File: config.mk
export PLATFORM = sky130hd
export DESIGN_NAME = fetch_unit_flat
export DESIGN_NICKNAME = d
export VERILOG_FILES = /design/src/rtl/fetch_unit_pkg.sv /design/src/rtl/fetch_unit_if.sv /design/src/rtl/fetch_unit_buf.sv /design/src/rtl/fetch_unit.sv /design/src/flat_wrapper.sv
export SDC_FILE = /design/constraint.sdc
export NUM_CORES = 1
export LEC_CHECK = 0
export BUFFER_PORTS_ARGS = -buffer_cell sky130_fd_sc_hd__buf_2
export CAP_MARGIN = 20
export CORE_MARGIN = 3
export CORE_UTILIZATION = 55
export CTS_CLUSTER_SIZE = 24
export DETAILED_ROUTE_END_ITERATION = 8
export PLACE_DENSITY = 0.85
export RECOVER_POWER = 100
export REMOVE_ABC_BUFFERS = 1
export SETUP_SLACK_MARGIN = 0.2
export SLEW_MARGIN = 20
export SYNTH_ARGS = -nofsm -noshare
export SYNTH_HDL_FRONTEND = slang
export SYNTH_SLANG_ARGS = --single-unit
export TNS_END_PERCENT = 10
File: constraint.sdc
create_clock -name clk -period 10.7 [get_ports clk]
set_input_delay 0 -clock clk [delete_from_list [all_inputs] [get_ports clk]]
set_output_delay 0 -clock clk [all_outputs]
set_load 0.02 [all_outputs]
File: src/rtl/fetch_unit_pkg.sv
// Shared RISC-V defines for the fetch path.
// Holds the NOP encoding, the default reset PC, the fetch FSM state type
// and the instruction-buffer entry layout used by fetch_unit and fetch_buf.
package fetch_unit_pkg;

  localparam int unsigned XLEN        = 32;
  // addi x0, x0, 0
  localparam logic [31:0] RV_NOP      = 32'h0000_0013;
  localparam logic [31:0] RV_RESET_PC = 32'h0000_0000;

  typedef enum logic [1:0] {
    FS_REQ  = 2'd0,  // free to issue a request
    FS_WAIT = 2'd1,  // one request accepted, response pending
    FS_KILL = 2'd2   // response pending but belongs to a squashed path
  } fetch_state_e;

  typedef struct packed {
    logic [31:0] pc;
    logic [31:0] instr;
  } fetch_entry_t;

endpackage

File: src/rtl/fetch_unit_if.sv
// Instruction-memory request/response bundle.
//   imem_req    : fetch request valid (fetch side drives)
//   imem_addr   : word-aligned fetch address (fetch side drives)
//   imem_ready  : memory accepts when imem_req & imem_ready
//   imem_rvalid : read data valid, at least one cycle after acceptance
//   imem_rdata  : instruction word
// master = fetch unit, slave = instruction memory.
interface fetch_unit_if;

  logic        imem_req;
  logic [31:0] imem_addr;
  logic        imem_ready;
  logic        imem_rvalid;
  logic [31:0] imem_rdata;

  modport master (
    output imem_req,
    output imem_addr,
    input  imem_ready,
    input  imem_rvalid,
    input  imem_rdata
  );

  modport slave (
    input  imem_req,
    input  imem_addr,
    output imem_ready,
    output imem_rvalid,
    output imem_rdata
  );

endinterface

File: src/rtl/fetch_unit_buf.sv
// fetch_buf: 2-entry synchronous FIFO of {pc, instr} entries.
//   clk, rst  : clock, synchronous active-high reset (control only)
//   push_i    : write entry_i at the tail (ignored when full)
//   entry_i   : 64-bit {pc, instr}
//   pop_i     : drop the head (ignored when empty)
//   flush_i   : empty the FIFO; wins over push/pop in the same edge
//   head_o    : current head entry (stale when empty)
//   count_o   : number of live entries
//   empty_o, full_o : occupancy flags
// Push and pop may coincide; a pop while empty is a no-op, so a push into
// an empty FIFO together with a pop lands the entry rather than bypassing it.
module fetch_buf
  import fetch_unit_pkg::*;
#(
  parameter int DEPTH = 2
) (
  input  logic         clk,
  input  logic         rst,
  input  logic         push_i,
  input  fetch_entry_t entry_i,
  input  logic         pop_i,
  input  logic         flush_i,
  output fetch_entry_t head_o,
  output logic [1:0]   count_o,
  output logic         empty_o,
  output logic         full_o
);

  localparam logic [1:0] FULL_CNT = 2'(DEPTH);

  fetch_entry_t mem_q [2];
  logic         rd_ptr_q, rd_ptr_d;
  logic         wr_ptr_q, wr_ptr_d;
  logic [1:0]   cnt_q, cnt_d;
  logic         do_push, do_pop;

  assign empty_o = (cnt_q == 2'd0);
  assign full_o  = (cnt_q == FULL_CNT);
  assign count_o = cnt_q;
  assign head_o  = mem_q[rd_ptr_q];

  assign do_push = push_i && !full_o && !flush_i;
  assign do_pop  = pop_i && !empty_o && !flush_i;

  always_comb begin
    rd_ptr_d = rd_ptr_q;
    wr_ptr_d = wr_ptr_q;
    cnt_d    = cnt_q;
    if (flush_i) begin
      rd_ptr_d = 1'b0;
      wr_ptr_d = 1'b0;
      cnt_d    = 2'd0;
    end else begin
      if (do_push) wr_ptr_d = ~wr_ptr_q;
      if (do_pop)  rd_ptr_d = ~rd_ptr_q;
      case ({do_push, do_pop})
        2'b10:   cnt_d = cnt_q + 2'd1;
        2'b01:   cnt_d = cnt_q - 2'd1;
        default: cnt_d = cnt_q;
      endcase
    end
  end

  always_ff @(posedge clk) begin
    if (rst) begin
      rd_ptr_q <= 1'b0;
      wr_ptr_q <= 1'b0;
      cnt_q    <= 2'd0;
    end else begin
      rd_ptr_q <= rd_ptr_d;
      wr_ptr_q <= wr_ptr_d;
      cnt_q    <= cnt_d;
    end
  end

  // Storage is data only; occupancy is tracked by the control state above.
  always_ff @(posedge clk) begin
    if (do_push) mem_q[wr_ptr_q] <= entry_i;
  end

endmodule

File: src/rtl/fetch_unit.sv
// fetch_unit: instruction fetch stage with a single outstanding memory
// request, a 2-entry instruction buffer and the IF/ID pipeline register.
//   clk, rst        : clock, synchronous active-high reset
//   pc_pause        : block issuing new fetch requests
//   id_pause        : hold IF/ID outputs
//   id_bubble       : invalidate IF/ID outputs
//   redirect_valid  : redirect fetch to redirect_pc (bits [1:0] ignored)
//   redirect_pc     : redirect target
//   imem            : instruction-memory bundle (master side)
//   id_valid        : IF/ID holds a live instruction
//   id_pc, id_instr : PC and instruction word presented to decode
module fetch_unit
  import fetch_unit_pkg::*;
#(
  parameter logic [31:0] RESET_PC  = RV_RESET_PC,
  parameter int          BUF_DEPTH = 2
) (
  input  logic               clk,
  input  logic               rst,
  input  logic               pc_pause,
  input  logic               id_pause,
  input  logic               id_bubble,
  input  logic               redirect_valid,
  input  logic [31:0]        redirect_pc,
  fetch_unit_if.master       imem,
  output logic               id_valid,
  output logic [31:0]        id_pc,
  output logic [31:0]        id_instr
);

  fetch_state_e state_q, state_d;
  logic [31:0]  pc_q, pc_d;

  logic         id_valid_q, id_valid_d;
  logic [31:0]  id_pc_q, id_pc_d;
  logic [31:0]  id_instr_q, id_instr_d;

  logic         req;
  logic         buf_push;
  logic         buf_pop;
  logic [1:0]   buf_count;
  logic         buf_empty;
  logic         buf_full;
  fetch_entry_t buf_head;
  fetch_entry_t buf_in;

  // Redirect targets are word aligned; the low bits carry no information.
  logic [1:0]   unused_redirect_lsb;
  assign unused_redirect_lsb = redirect_pc[1:0];

  assign buf_in = '{pc: pc_q, instr: imem.imem_rdata};

  fetch_buf #(
    .DEPTH (BUF_DEPTH)
  ) u_buf (
    .clk     (clk),
    .rst     (rst),
    .push_i  (buf_push),
    .entry_i (buf_in),
    .pop_i   (buf_pop),
    .flush_i (redirect_valid),
    .head_o  (buf_head),
    .count_o (buf_count),
    .empty_o (buf_empty),
    .full_o  (buf_full)
  );

  // Fetch FSM and PC. pc only advances when a response is accepted, so
  // imem_addr stays on the outstanding address while in WAIT.
  always_comb begin
    state_d  = state_q;
    pc_d     = pc_q;
    req      = 1'b0;
    buf_push = 1'b0;
    case (state_q)
      FS_REQ: begin
        // Gating on a free buffer slot is what keeps pushes from
        // ever arriving at a full buffer.
        req = !rst && !pc_pause && !redirect_valid && !buf_full;
        if (req && imem.imem_ready)
          state_d = redirect_valid ? FS_KILL : FS_WAIT;
      end
      FS_WAIT: begin
        if (imem.imem_rvalid) begin
          state_d = FS_REQ;
          if (!redirect_valid) begin
            buf_push = 1'b1;
            pc_d     = pc_q + 32'd4;
          end
        end else if (redirect_valid) begin
          state_d = FS_KILL;
        end
      end
      FS_KILL: begin
        if (imem.imem_rvalid) state_d = FS_REQ;
      end
      default: state_d = FS_REQ;
    endcase
    if (redirect_valid) pc_d = {redirect_pc[31:2], 2'b00};
  end

  always_ff @(posedge clk) begin
    if (rst) begin
      state_q <= FS_REQ;
      pc_q    <= RESET_PC;
    end else begin
      state_q <= state_d;
      pc_q    <= pc_d;
    end
  end

  assign imem.imem_req  = req;
  assign imem.imem_addr = pc_q;

  // IF/ID register: squash > hold > advance. A squash never pops, so the
  // buffer (if not also flushed by a redirect) keeps its contents.
  always_comb begin
    id_valid_d = id_valid_q;
    id_pc_d    = id_pc_q;
    id_instr_d = id_instr_q;
    buf_pop    = 1'b0;
    if (redirect_valid || id_bubble) begin
      id_valid_d = 1'b0;
    end else if (!id_pause) begin
      if (!buf_empty) begin
        buf_pop    = 1'b1;
        id_valid_d = 1'b1;
        id_pc_d    = buf_head.pc;
        id_instr_d = buf_head.instr;
      end else begin
        id_valid_d = 1'b0;
      end
    end
  end

  always_ff @(posedge clk) begin
    if (rst) begin
      id_valid_q <= 1'b0;
      id_pc_q    <= 32'h0;
      id_instr_q <= RV_NOP;
    end else begin
      id_valid_q <= id_valid_d;
      id_pc_q    <= id_pc_d;
      id_instr_q <= id_instr_d;
    end
  end

  assign id_valid = id_valid_q;
  assign id_pc    = id_pc_q;
  assign id_instr = id_instr_q;

endmodule

File: src/flat_wrapper.sv
// flat-port wrapper written by rule: the top's interface ports become plain ports
module fetch_unit_flat import fetch_unit_pkg::*;
#(
  parameter logic [31:0] RESET_PC  = RV_RESET_PC,
  parameter int          BUF_DEPTH = 2
)
  (clk, rst, pc_pause, id_pause, id_bubble, redirect_valid, redirect_pc, id_valid, id_pc, id_instr, imem_imem_req, imem_imem_addr, imem_imem_ready, imem_imem_rvalid, imem_imem_rdata);
  fetch_unit_if imem_i ();
  input  logic clk;
  input  logic rst;
  input  logic pc_pause;
  input  logic id_pause;
  input  logic id_bubble;
  input  logic redirect_valid;
  input  logic [31:0] redirect_pc;
  output logic id_valid;
  output logic [31:0] id_pc;
  output logic [31:0] id_instr;
  output wire logic [$bits(imem_i.imem_req)-1:0] imem_imem_req;
  output wire logic [$bits(imem_i.imem_addr)-1:0] imem_imem_addr;
  input wire logic [$bits(imem_i.imem_ready)-1:0] imem_imem_ready;
  input wire logic [$bits(imem_i.imem_rvalid)-1:0] imem_imem_rvalid;
  input wire logic [$bits(imem_i.imem_rdata)-1:0] imem_imem_rdata;
  assign imem_imem_req = imem_i.imem_req;
  assign imem_imem_addr = imem_i.imem_addr;
  assign imem_i.imem_ready = imem_imem_ready;
  assign imem_i.imem_rvalid = imem_imem_rvalid;
  assign imem_i.imem_rdata = imem_imem_rdata;
  fetch_unit #(.RESET_PC(RESET_PC), .BUF_DEPTH(BUF_DEPTH)) u_core (.clk(clk), .rst(rst), .pc_pause(pc_pause), .id_pause(id_pause), .id_bubble(id_bubble), .redirect_valid(redirect_valid), .redirect_pc(redirect_pc), .imem(imem_i), .id_valid(id_valid), .id_pc(id_pc), .id_instr(id_instr));
endmodule
=== Yosys cells after proc, flatten, opt, wreduce, memory -nomap -nowiden ===
Memories as Yosys holds them, arrays and structs flattened. A register that Yosys moved wholly into a read port is not among the register bits.
Index checks and enable logic that the tools add are counted.

* Bits in registers: 39
* Memory bits (writable): 128
* Input port bits: 72
* Output and inout bits: 98
* Word-level logic and storage cells: 68
* Memories: 1

* Add/subtract/negate cells: 3
* Eq/ne operators: 8
* Multiplexer cells: 19
* Bitwise gates (word level): 5
* Reductions and logical operators: 25

{| class="wikitable"
|+ Memory list
! name !! words !! bits a word !! rd ports !! clocked after memory_dff !! wr ports !! line !! text
|-
| u_core.u_buf.mem_q || 2 || 64 || 1 || 1 || 1 || fetch_unit_buf.sv:31 || <nowiki>fetch_entry_t mem_q [2];</nowiki>
|}

{| class="wikitable"
|+ Operator list
! kind !! number
|-
| 2-to-1 mux 32 bit || 3
|-
| adder 32 x 3 -> 32 bit (second input constant) || 1
|-
| 2-to-1 mux 2 bit || 5
|-
| 2-to-1 mux 1 bit || 9
|-
| logical AND 1 bit || 8
|-
| == test 2 bit (second input constant) || 3
|-
| case mux 2 bit (3 select lines) || 1
|-
| AND reduction 3 bit || 2
|-
| nonzero test 2 bit || 3
|-
| zero test 1 bit || 5
|-
| inverter 1 bit || 5
|-
| == test 2 x 1 -> 1 bit (second input constant) || 2
|-
| zero test 2 bit || 2
|-
| case mux 2 bit (2 select lines) || 1
|-
| AND reduction 2 bit || 2
|-
| OR reduction 2 bit || 2
|-
| != test 3 bit (second input constant) || 1
|-
| adder 2 x 1 -> 2 bit (second input constant) || 1
|-
| != test 2 x 1 -> 1 bit (second input constant) || 1
|-
| != test 2 bit (second input constant) || 1
|-
| subtractor 2 x 1 -> 2 bit (second input constant) || 1
|-
| logical OR 1 bit || 1
|}

=== Longest topological paths before layout ===
* Depth after elaboration: 8
* Mapped depth: 10
* Depth with buffers taken out: 7

=== Cells and area by module ===
Synthesis repeated with hierarchy kept, for this count alone.

* Cell total of the unflattened synthesis: 751
* Area total of the unflattened synthesis: 8962.3 um2

{| class="wikitable"
|+ Modules (own cells, without submodules)
! module !! instances !! cells an instance !! area an instance (um2) !! seq. area each (um2)
|-
| fetch_buf || 1 || 227 || 4830.9 || 3943.8
|-
| fetch_unit || 1 || 524 || 4131.5 || 1941.9
|}

=== Worst setup path after synthesis ===
OpenSTA, ideal clock, no wires.

* Path type: reg2reg
* From: register u_core.state_q[1]
* To: memory u_core.u_buf.mem_q[0][0] (netlist bit) (enable)
* Setup time: 0.482 ns
* Arrival: 3.567 ns
* Data required time: 10.218 ns
* Setup slack: 6.651 ns
* Stages on the path, launching flop included: 5
* Buffers on the path: 0
* Clock period less this slack: 4.049 ns
* Cells stage by stage: dfxtp_1 -> nand3b_1 -> nor3_1 -> inv_1 -> nor2_1

* Cells in the longest elaborated chain, start to end: 6

{| class="wikitable"
|+ Ends and longest elaborated chain
! item !! line !! text
|-
| start: declaration || fetch_unit.sv:31 || <nowiki>fetch_state_e state_q, state_d;</nowiki>
|-
| start signal: assignment || fetch_unit.sv:107 || <nowiki>state_q <= state_d;</nowiki>
|-
| == test 2 x 1 -> 1 bit || fetch_unit.sv:75 || <nowiki>case (state_q)</nowiki>
|-
| 2-to-1 mux 1 bit || fetch_unit.sv:75 ||
|-
| logical AND 1 bit (2 in series) || fetch_unit_buf.sv:42 || <nowiki>assign do_push = push_i && !full_o && !flush_i;</nowiki>
|-
| 2-to-1 mux 1 bit || fetch_unit_buf.sv:78 || <nowiki>if (do_push) mem_q[wr_ptr_q] <= entry_i;</nowiki>
|-
| 2-to-1 mux 1 bit (not written as such) || fetch_unit_buf.sv:78 ||
|-
| end: declaration || fetch_unit_buf.sv:31 ||
|}

No other way between the ends.

=== Final worst setup path ===
* From: register u_core.u_buf.cnt_q[0], in the netlist u_core.u_buf.count_o[0]
* To: register u_core.id_instr_q[11], in the netlist u_core.id_instr[11]

* Cells in the longest elaborated chain, start to end: 3

{| class="wikitable"
|+ Ends and longest elaborated chain
! item !! line !! text
|-
| start: declaration || fetch_unit_buf.sv:34 || <nowiki>logic [1:0] cnt_q, cnt_d;</nowiki>
|-
| start signal: assignment || fetch_unit_buf.sv:72 || <nowiki>cnt_q <= cnt_d;</nowiki>
|-
| zero test 2 bit || fetch_unit_buf.sv:37 || <nowiki>assign empty_o = (cnt_q == 2'd0);</nowiki>
|-
| inverter 1 bit (no source line) || - ||
|-
| AND reduction 3 bit (no source line) || - ||
|-
| end signal: assignment || fetch_unit.sv:144 || <nowiki>id_instr_q <= id_instr_d;</nowiki>
|-
| end: declaration || fetch_unit.sv:36 || <nowiki>logic [31:0] id_instr_q, id_instr_d;</nowiki>
|}

No other way between the ends.
A chain may end at the register's enable or synchronous reset.

==> results.cfg <==
[run_status]
violations = capacitance limit, slew limit
status = complete, but fails checks

[pwr]
p_leak_nw = 3.453
pwr-share-clk_pct = 41.7
power.switching_w = 0.0003716
peakVddDrop_uv = 107.1
combPwrFrac_pct = 4.9
p_seq_share_pct = 53.4
power_density_mw_per_mm2 = 161.5
p_int_w = 0.001370
switching_share_pct = 21.34

[placement]
dpl_cell_area_mm2 = 0.009540
port_buffers = 163
gp_congestion = 0.7546
dp_hpwl_um = 11710

[grt]
first_global_vias = 6148
grt_start_max_net_pins = 84
overflow = 0
grt.met2_usage_pct = 39.89
grtUsageMet3_pct = 5.360
antenna_found_initial = 0
grt_pass1_wl_um = 32090
top_usage_layer = met2
grtUsageTotal_pct = 22.68
grt_use_met1_pct = 28.97

[cts]
clk_latency_ns = 0.50
numCtsBuffers = 22
htreeDepth = 1
cts_sinks = 223
postCtsSetupBuffers = 0
cts-root-buf = clkbuf_16
cts_tree = done
clockBufferDepth = 3
clkTransAtPathRegs_ns = 0.06
cts_resized = 0

[synthesis]
ys_seq_area_share_pct = 65.78
synthesis.area_mm2 = 0.008673
syn_area_per_cell_um2 = 12.79
synth_cell_types = 53
synthFlopType = edfxtp_1
ys.warnings.count = 0
ys_ff_latch = 223
yosysTopAreaCell = edfxtp_1
synthTopCellsByArea = edfxtp_1, dfxtp_1, mux2i_1
synth_edf_count = 124
synthArstFlopShare_pct = 0
yosysTopAreaCellShare_pct = 42.93
synth_cells = 678

[route]
dr_total_vias = 6206
ant_nets = 0
routed_wl_um = 20200
drt-initial-drc-count = 308
routedWlPerCell_um = 17.97
via_per_inst = 5.521
firstDrtPassIters = 5
drc = 0

[layout]
n_antenna_cell = 0
fin_area_mm2 = 0.01078
most-common-layout-cells = clkbuf_1, edfxtp_1, dfxtp_1
drive_gt1_share_pct = 10.08
layout.nets = 971
area_growth_pct = 24.32

[setup_path]
cp-end-kind = register
worst-endpoint-required_ns = 11.04
cp_max_fo = 71
crit_path_start_kind = register
worst_ep_arrival_time_ns = 5.66
worstSetupPathType = register to register

[floorplan]
floorplan.initialDensity_pct = 56.63
die_area_mm2 = 0.01731
rows = 45
die_w_um = 131.6
coreArea_mm2 = 0.01531
dieHeight_um = 131.6
ioPinCount = 170

[sta]
finalSetupTns_ns = 0
hold_violations = 0
slew_headroom_pct = -195.8
max_freq_ghz = 0.1879
fin_crit_sh_pct = 49.74
finalSetupViolCount = 0
period_minus_slack_ns = 5.322
skew_ns = 0.01324
worst_pin_slew_ns = 4.436
drv_slew = 335
rsz0062_at_grt = false

[job]
cap_violations = 6

[worst_hold_path]
worst_hold_path_type = input pin to register
-- state kept, by name, summed over array words and instances, names as in the netlist, 2 cells and up --
name	cells
u_core.u_buf.count_o	2
u_core.id_instr	32
u_core.imem.imem_addr	30
u_core.state_q	2
u_core.id_pc	30
u_core.u_buf.mem_q	124
-- area by class of cell --
cell class	instances	area, um2
flip-flops and latches	223	5709
fillers	1140	4532
multi-input cells	402	2676
repair buffers	240	1420
clock buffers	29	596.8
well taps	211	264.0
clock inverters	11	85.08
inverters	8	31.28
-- critical path, stage by stage (launching register included) --
cell and delay (ns):
dfxtp_1 0.39, nor2_1 0.07, or4_1 0.57, clkinvlp_2 1.13, clkbuf_1 2.28, nor2_1 0.28, a211oi_1 0.42
-- synthesized netlist by cell type (3+ instances only) --
cell,n
nand4_1,14
edfxtp_1,124
buf_4,6
buf_2,12
nand2_1,17
a31oi_1,3
mux2i_1,62
nor2_1,97
clkbuf_1,20
nor3b_1,6
a21oi_1,9
a211oi_1,68
inv_1,6
and4_1,6
dfxtp_1,99
buf_6,6
nor3_1,9
or4_1,9
o21ai_0,8
a211o_1,3
nand3b_1,3
o31ai_1,9
nand3_1,15
nor4_1,6
xnor2_1,7
or3_1,3
xor2_1,6
a311oi_1,11
and2_2,3
-- per-layer routing --
metal  part of all wire (%)  wire length (um)
met5                      0                 0
met4                    1.3               271
met3                    6.5              1318
met2                     50             10080
met1                     42              8528
-- power by group through the flow --
stage / sequential [W] / clock, W / combinational, W
floorplan: 0.000953 / 0 / 0.0000203
global placement: 0.000946 / 0 / 0.0000645
detailed placement: 0.000948 / 0 / 0.0000662
CTS: 0.000929 / 0.000738 / 0.0000880
global route: 0.000931 / 0.000773 / 0.0000930
finish: 0.000930 / 0.000726 / 0.0000856
-- logic make-up (layout without fill, tap and decap cells) --
family	Yosys count	count (layout)	synth area share (%)
other	1	4	0.04324
AOI/OAI and AO/OA	118	118	9.940
adders and majority gates	2	2	0.2885
DFF	223	223	65.78
and+or+nand+nor	202	202	11.86
muxes	63	63	7.285
xor gates and xnor gates	13	13	1.313
buffers and inverters	56	288	3.491
-- final timing paths --
check             depth (start not counted)  slack (ns)                            startpoint                          endpoint
hold reg to reg                           1        0.47       u_core.id_instr[1]$_SDFFE_PP1P_   u_core.id_instr[1]$_SDFFE_PP1P_
setup reg to reg                          6        5.38  u_core.u_buf.count_o[0]$_SDFFE_PP0P_  u_core.id_instr[11]$_SDFFE_PP0P_
hold / removal                            3        0.02                             id_bubble      u_core.id_valid$_SDFFE_PP0N_
setup / recovery                          6        5.38  u_core.u_buf.count_o[0]$_SDFFE_PP0P_  u_core.id_instr[11]$_SDFFE_PP0P_
-- per-stage QoR --
stage                     setup WS, ns  power [W]  hold WS [ns]  instances  util, %
after floorplan                  6.651  0.0009737       0.06907        633        -
after global placement           7.932   0.001011        0.1879       1011    62.30
after detailed placement         7.877   0.001014        0.1911       1011    62.30
after CTS                        7.869   0.001755       0.03236       1124    71.52
after global routing             4.939   0.001798       0.05730       1124    70.41
final                            5.378   0.001741       0.02155       1124    70.41
-- what timing repair did --
action / 4_1_cts / 5_1_grt
hold endpoints to repair: 114 / 0
hold buffers: 73 / 0
endpoints found under the setup margin: 0 / 0
Power figures use the tool's default switching activity.
